$ cat src/rtl/audio_out_pkg.sv
// Shared types and helpers for the PCM output path.
package audio_out_pkg;

    // One stereo frame as it sits in the FIFO and on the PCM outputs.
    typedef struct packed {
        logic [15:0] left;
        logic [15:0] right;
    } pcm_frame_t;

    typedef enum logic {
        PRIME = 1'b0,
        PLAY  = 1'b1
    } out_state_e;

    localparam int unsigned FRAME_W = $bits(pcm_frame_t);

    // Clamp a signed 32-bit sample into the signed 16-bit DAC range.
    function automatic logic [15:0] sat16(input logic signed [31:0] v);
        logic [15:0] r;
        if (v > 32'sd32767) begin
            r = 16'h7FFF;
        end else if (v < -32'sd32768) begin
            r = 16'h8000;
        end else begin
            r = v[15:0];
        end
        return r;
    endfunction

endpackage

$ cat src/rtl/sync_fifo.sv
// Single-clock FIFO with occupancy count. A pop and a push in the same cycle
// both take effect, so a full FIFO still accepts a push when it is also popped.
// A pop on an empty FIFO is ignored.
module sync_fifo #(
    parameter  int unsigned WIDTH = 32,
    parameter  int unsigned DEPTH = 64,
    localparam int unsigned AW    = $clog2(DEPTH),
    localparam int unsigned LW    = AW + 1
) (
    input  logic             clk,
    input  logic             resetn,
    input  logic             push,
    input  logic [WIDTH-1:0] wdata,
    input  logic             pop,
    output logic [WIDTH-1:0] rdata,
    output logic             full,
    output logic             empty,
    output logic [LW-1:0]    level
);

    logic [WIDTH-1:0] mem_q [DEPTH];
    logic [AW-1:0]    wr_ptr_q;
    logic [AW-1:0]    rd_ptr_q;
    logic [LW-1:0]    level_q;
    logic             do_push;
    logic             do_pop;

    assign empty   = (level_q == '0);
    assign full    = (level_q == LW'(DEPTH));
    assign do_pop  = pop && !empty;
    assign do_push = push && (!full || do_pop);
    assign level   = level_q;
    assign rdata   = mem_q[rd_ptr_q];

    // Pointers and occupancy; reset empties the FIFO without touching storage.
    always_ff @(posedge clk or negedge resetn) begin
        if (!resetn) begin
            wr_ptr_q <= '0;
            rd_ptr_q <= '0;
            level_q  <= '0;
        end else begin
            if (do_push) begin
                wr_ptr_q <= wr_ptr_q + AW'(1);
            end
            if (do_pop) begin
                rd_ptr_q <= rd_ptr_q + AW'(1);
            end
            case ({do_push, do_pop})
                2'b10:   level_q <= level_q + LW'(1);
                2'b01:   level_q <= level_q - LW'(1);
                default: level_q <= level_q;
            endcase
        end
    end

    // Frame storage.
    always_ff @(posedge clk) begin
        if (do_push) begin
            mem_q[wr_ptr_q] <= wdata;
        end
    end

endmodule

$ cat src/rtl/audio_pcm_out.sv
// Stereo PCM output stage: pairs left/right sample writes into frames,
// buffers them, and releases one frame per FRAME_CLKS clocks.
//
// state | meaning
// PRIME | filling the FIFO, outputs held at 0, frame ticks ignored
// PLAY  | popping one frame per tick; an empty FIFO on a tick drops back to PRIME
module audio_pcm_out
    import audio_out_pkg::*;
#(
    parameter  int unsigned DEPTH      = 64,
    parameter  int unsigned FRAME_CLKS = 680,
    parameter  int unsigned PREFILL    = 16,
    localparam int unsigned LW         = $clog2(DEPTH) + 1,
    localparam int unsigned TW         = $clog2(FRAME_CLKS)
) (
    input  logic          clk,
    input  logic          resetn,
    input  logic          enable,
    input  logic [31:0]   sample_wdata,
    input  logic          sample_left_write,
    input  logic          sample_right_write,
    input  logic          clear_status,
    output logic [LW-1:0] fifo_level,
    output logic          fifo_full,
    output logic          playing,
    output logic [15:0]   pcm_left,
    output logic [15:0]   pcm_right,
    output logic          pcm_valid,
    output logic [31:0]   underflow_cnt,
    output logic [15:0]   overflow_cnt,
    output logic          pair_err
);

    out_state_e  state_q, state_d;
    logic [TW-1:0] timer_q, timer_d;
    logic        tick;

    logic [31:0] left_hold_q, left_hold_d;
    logic        left_pending_q, left_pending_d;
    logic        pair_err_set;
    logic        push_req;
    pcm_frame_t  push_frame;

    logic        pop_req;
    logic [FRAME_W-1:0] fifo_rdata;
    logic        fifo_empty;
    logic        fifo_full_w;
    logic [LW-1:0] fifo_level_w;

    pcm_frame_t  pcm_q, pcm_d;
    logic        pcm_valid_q, pcm_valid_d;
    logic        underflow_inc;
    logic        overflow_inc;
    logic [31:0] underflow_q, underflow_d;
    logic [15:0] overflow_q, overflow_d;
    logic        pair_err_q, pair_err_d;

    sync_fifo #(
        .WIDTH (FRAME_W),
        .DEPTH (DEPTH)
    ) u_fifo (
        .clk    (clk),
        .resetn (resetn),
        .push   (push_req),
        .wdata  (push_frame),
        .pop    (pop_req),
        .rdata  (fifo_rdata),
        .full   (fifo_full_w),
        .empty  (fifo_empty),
        .level  (fifo_level_w)
    );

    // Left/right pairing. A right strobe always completes the pending left,
    // even when a left strobe arrives in the same cycle (that left is lost).
    always_comb begin
        left_hold_d       = left_hold_q;
        left_pending_d    = left_pending_q;
        pair_err_set      = 1'b0;
        push_req          = 1'b0;
        push_frame.left   = sat16(left_hold_q);
        push_frame.right  = sat16(sample_wdata);
        if (sample_right_write) begin
            if (left_pending_q) begin
                push_req       = 1'b1;
                left_pending_d = 1'b0;
            end else begin
                pair_err_set   = 1'b1;
            end
            if (sample_left_write) begin
                pair_err_set   = 1'b1;
            end
        end else if (sample_left_write) begin
            if (left_pending_q) begin
                pair_err_set   = 1'b1;
            end
            left_hold_d    = sample_wdata;
            left_pending_d = 1'b1;
        end
    end

    // Frame timer: 0..FRAME_CLKS-1 while enabled, tick on the last count.
    always_comb begin
        tick    = enable && (timer_q == TW'(FRAME_CLKS - 1));
        timer_d = timer_q + TW'(1);
        if (!enable || tick) begin
            timer_d = '0;
        end
    end

    // Playback FSM next-state and output frame selection.
    always_comb begin
        state_d       = state_q;
        pop_req       = 1'b0;
        pcm_d         = pcm_q;
        pcm_valid_d   = 1'b0;
        underflow_inc = 1'b0;
        case (state_q)
            PRIME: begin
                pcm_d = '0;
                if (fifo_level_w >= LW'(PREFILL)) begin
                    state_d = PLAY;
                end
            end
            PLAY: begin
                if (tick) begin
                    pcm_valid_d = 1'b1;
                    if (!fifo_empty) begin
                        pop_req = 1'b1;
                        pcm_d   = pcm_frame_t'(fifo_rdata);
                    end else begin
                        pcm_d         = '0;
                        underflow_inc = 1'b1;
                        state_d       = PRIME;
                    end
                end
            end
            default: state_d = PRIME;
        endcase
    end

    // Status counters; a clear in the same cycle as an increment wins.
    always_comb begin
        overflow_inc = push_req && fifo_full_w && !pop_req;
        underflow_d  = underflow_q + {31'd0, underflow_inc};
        overflow_d   = overflow_q;
        if (overflow_inc && (overflow_q != 16'hFFFF)) begin
            overflow_d = overflow_q + 16'd1;
        end
        pair_err_d   = pair_err_q | pair_err_set;
        if (clear_status) begin
            underflow_d = '0;
            overflow_d  = '0;
            pair_err_d  = 1'b0;
        end
    end

    // Pairing and timer registers.
    always_ff @(posedge clk or negedge resetn) begin
        if (!resetn) begin
            left_hold_q    <= '0;
            left_pending_q <= 1'b0;
            timer_q        <= '0;
        end else begin
            left_hold_q    <= left_hold_d;
            left_pending_q <= left_pending_d;
            timer_q        <= timer_d;
        end
    end

    // FSM state, output frame and status registers.
    always_ff @(posedge clk or negedge resetn) begin
        if (!resetn) begin
            state_q     <= PRIME;
            pcm_q       <= '0;
            pcm_valid_q <= 1'b0;
            underflow_q <= '0;
            overflow_q  <= '0;
            pair_err_q  <= 1'b0;
        end else begin
            state_q     <= state_d;
            pcm_q       <= pcm_d;
            pcm_valid_q <= pcm_valid_d;
            underflow_q <= underflow_d;
            overflow_q  <= overflow_d;
            pair_err_q  <= pair_err_d;
        end
    end

    assign fifo_level    = fifo_level_w;
    assign fifo_full     = fifo_full_w;
    assign playing       = (state_q == PLAY);
    assign pcm_left      = pcm_q.left;
    assign pcm_right     = pcm_q.right;
    assign pcm_valid     = pcm_valid_q;
    assign underflow_cnt = underflow_q;
    assign overflow_cnt  = overflow_q;
    assign pair_err      = pair_err_q;

endmodule

$ cat config.mk
export PLATFORM = sky130hd
export DESIGN_NAME = audio_pcm_out
export DESIGN_NICKNAME = d
export VERILOG_FILES = /design/src/rtl/audio_out_pkg.sv /design/src/rtl/sync_fifo.sv /design/src/rtl/audio_pcm_out.sv
export SDC_FILE = /design/constraint.sdc
export NUM_CORES = 2
export LEC_CHECK = 0
export CAP_MARGIN = 10
export CORE_MARGIN = 2
export CORE_UTILIZATION = 50
export CTS_CLUSTER_DIAMETER = 80
export DETAILED_ROUTE_END_ITERATION = 10
export GPL_ROUTABILITY_DRIVEN = 0
export PLACE_DENSITY = 0.68
export SLEW_MARGIN = 10
export SYNTH_ARGS = -nofsm -noshare
export SYNTH_HDL_FRONTEND = slang
export SYNTH_SLANG_ARGS = --single-unit
$ cat constraint.sdc
create_clock -name clk -period 5 [get_ports clk]
set_clock_uncertainty 0.1 [all_clocks]
set_input_delay 1 -clock clk [delete_from_list [all_inputs] [get_ports clk]]
set_output_delay 1 -clock clk [all_outputs]
set_load 0.01 [all_outputs]
==> results.ini <==
[setup_path]
crit_fanout=5
r2r-start=u_fifo.rd_ptr_q[0]
worstSetupStartpointType=register
crit_type=reg -> out
cp.required_ns=3.90
crit_start=u_fifo.level[0]
reg2reg_slack_ns=1.04
critPathArrivalTime_ns=3.23
cp-end-kind=primary output

[sta]
worst_hold_slack_ns=0.1277
worstMarginPinSlew_ns=1.096
hold_viol=0
timing.fmax_mhz=230.9
setup_viol=0
timing.final.max_slew_violations=0
tns_ns=0
slew_headroom_pct=26.76
period_share_pct=86.62
min_period_ns=4.331
rsz0062_at_grt=no

[power]
powerDensity_nw_per_um2=395.6
p_leak_nw=30.12
worst_ir_drop_vdd_v=0.0003284
total_power_w=0.03857

[finish]
final_area_um2=97500
fillers=12060
area_growth_pct=14.76
final_core_util_pct=57.66
fin_nets=4443
drive_gt1_share_pct=24.98

[routing]
ant_nets=0
drt-total-wl_mm=217.8
wire_per_inst_um=32.08
drt_iter0_markers=5072
drc=0
vias=42740
drt-pass1-iter-count=6
drt-vias-per-instance=6.296

[place]
hpwl_mm=133.0
place_area_um2=90530
port_buffers=128

[cts]
clock_latency_ns=0.86
cts.clk_slew.worst_paths_ns=0.06
cts_buffers=211
cts_tree=built
holdBufCountCts=0
cts_resized=0
cts_buffer_depth=3
htreeDepth=4
clkSinkCount=2193
cts_setup_buffers=0
root_buffer=clkbuf_16

[global_route]
grt_pass1_wl_mm=312.3
grt_max_degree=97
grt_pass1_vias=42560
antenna_found_initial=4
grt_usage_pct=25.23
gr-total-overflow=0

[yosys]
netlist_instances=4089
syn_area_um2=84960
syn_nets=4139
synth-seq-cells=2193
yosysSeqAreaShare_pct=76.66
ys.flop_type=edfxtp_1
yosys_warnings=0
ys_types=77
synth.avg_cell_area_um2=20.78
ys_async_sr_fraction_pct=6.612
synth_edf_count=2048

[outcome]
outcome=finished, final reports clean

[floorplan]
core_um2=169100
rows=151
start_util_pct=50.25
pin_count=129
die-area_um2=173200
die-width_um=416.2
die_h_um=416.2

[hold_path]
hold_path.class=in -> async

[job]
cap_violations=0

-- metrics by stage --
step | cells | setup WS, ns
2_1_floorplan | 4089 | 0.9461
6_report | 6788 | 0.6690
4_1_cts | 6786 | 0.5765
5_1_grt | 6787 | 0.5035
3_5_place_dp | 6398 | 0.7034
3_3_place_gp | 6398 | 0.7271
-- worst max-delay path, cell delays in order, from the launching register on --
cell             delay [ns]
dfrtp_1                0.45
nor4_1                 0.66
nand3_1                0.38
inv_1                  0.27
clkdlybuf4s50_1        0.61
-- path summary, 6_finish.rpt --
path,to,cells after the start
max,fifo_full,4
min,overflow_cnt[7],1
max reg2reg,pcm_left[12],5
min reg2reg,timer_q[0],1
max in group asynchronous,left_hold_q[31],2
min in group clk,timer_q[0],1
-- power breakdown --
part           total, W  switching (W)  internal, W
Clock            0.0161        0.00688      0.00918
Sequential       0.0209       0.000149       0.0207
Combinational   0.00163        0.00127     0.000361
Total            0.0386        0.00829       0.0303
-- synth_stat cells (54+ instances only) --
| library cell | number | area (µm²) |
|---|---|---|
| buf_2 | 77 | 385.4 |
| clkbuf_1 | 93 | 349.1 |
| dfrtp_1 | 145 | 3628 |
| edfxtp_1 | 2048 | 61500 |
| mux2_2 | 54 | 608.1 |
| mux2i_1 | 229 | 2292 |
| mux4_2 | 452 | 10180 |
| nand2_1 | 112 | 420.4 |
| nand3_1 | 54 | 270.3 |
| nor2_1 | 149 | 559.3 |
| o21ai_0 | 72 | 360.4 |
| o22ai_1 | 58 | 362.9 |
-- sequential cells by signal (all words and copies together), names as in the netlist --
| signal | count |
|---|---|
| left_hold_q | 32 |
| left_pending_q | 1 |
| overflow_cnt | 16 |
| pair_err | 1 |
| pcm_left | 16 |
| pcm_right | 16 |
| pcm_valid | 1 |
| playing | 1 |
| timer_q | 10 |
| u_fifo.level | 7 |
| u_fifo.mem_q | 2048 |
| u_fifo.rd_ptr_q | 6 |
| u_fifo.wr_ptr_q | 6 |
| underflow_cnt | 32 |
-- cells in the final DEF (no fill, tap or decap), types with 9 or more instances in the layout --
cell,n
nor4_1,15
clkbuf_1,34
buf_4,151
clkinv_2,42
o221ai_1,16
or3_1,11
nor2b_1,12
o21a_2,17
o21a_4,13
a32oi_1,22
xnor2_1,33
clkdlybuf4s50_1,126
mux2_2,54
nand2b_1,11
a21oi_1,48
and3_1,14
bufinv_16,25
nor2_4,66
dfrtp_1,139
nand2_1,112
mux4_2,452
clkinv_1,48
buf_12,38
edfxtp_1,2048
xor2_1,26
inv_1,11
o21ai_0,72
ha_1,11
nor2_1,84
nand3_1,53
a211oi_1,37
a22oi_1,37
nand4_1,26
nor3_1,16
o211ai_1,9
mux2i_1,229
and2_1,10
clkbuf_16,213
o22ai_1,58
-- kinds of logic after synthesis --
kind of cell	Yosys count	synth area share, %
XOR/XNOR	59	0.6082
AO/OA/AOI/OAI	380	3.053
AND/OR/NAND/NOR	467	2.679
adder cells (fa/ha/maj)	12	0.1856
multiplexers	739	15.47
buffers and inverters	239	1.353
flip-flops	2193	76.66
-- area by class of cell --
cell class | count | area [µm²] | area share, %
diodes | 2 | 5.005 | 0.005133
well taps | 2218 | 2775 | 2.846
clock buffers | 252 | 5527 | 5.668
multi-input cells | 1657 | 19380 | 19.88
inverters | 14 | 57.56 | 0.05903
flip-flops and latches | 2193 | 65150 | 66.82
repair buffers | 316 | 3167 | 3.248
clock inverters | 136 | 1441 | 1.478
-- per-layer routing --
metal / wire [µm] / GRT usage, % / vias up
li1: - / - / 17570
met1: 84470 / 34.50 / 22660
met2: 107400 / 40.96 / 2124
met3: 16510 / 3.924 / 378
met4: 9393 / 10.36 / 0
met5: 0 / 0 / -
Power figures use the tool's default switching activity.
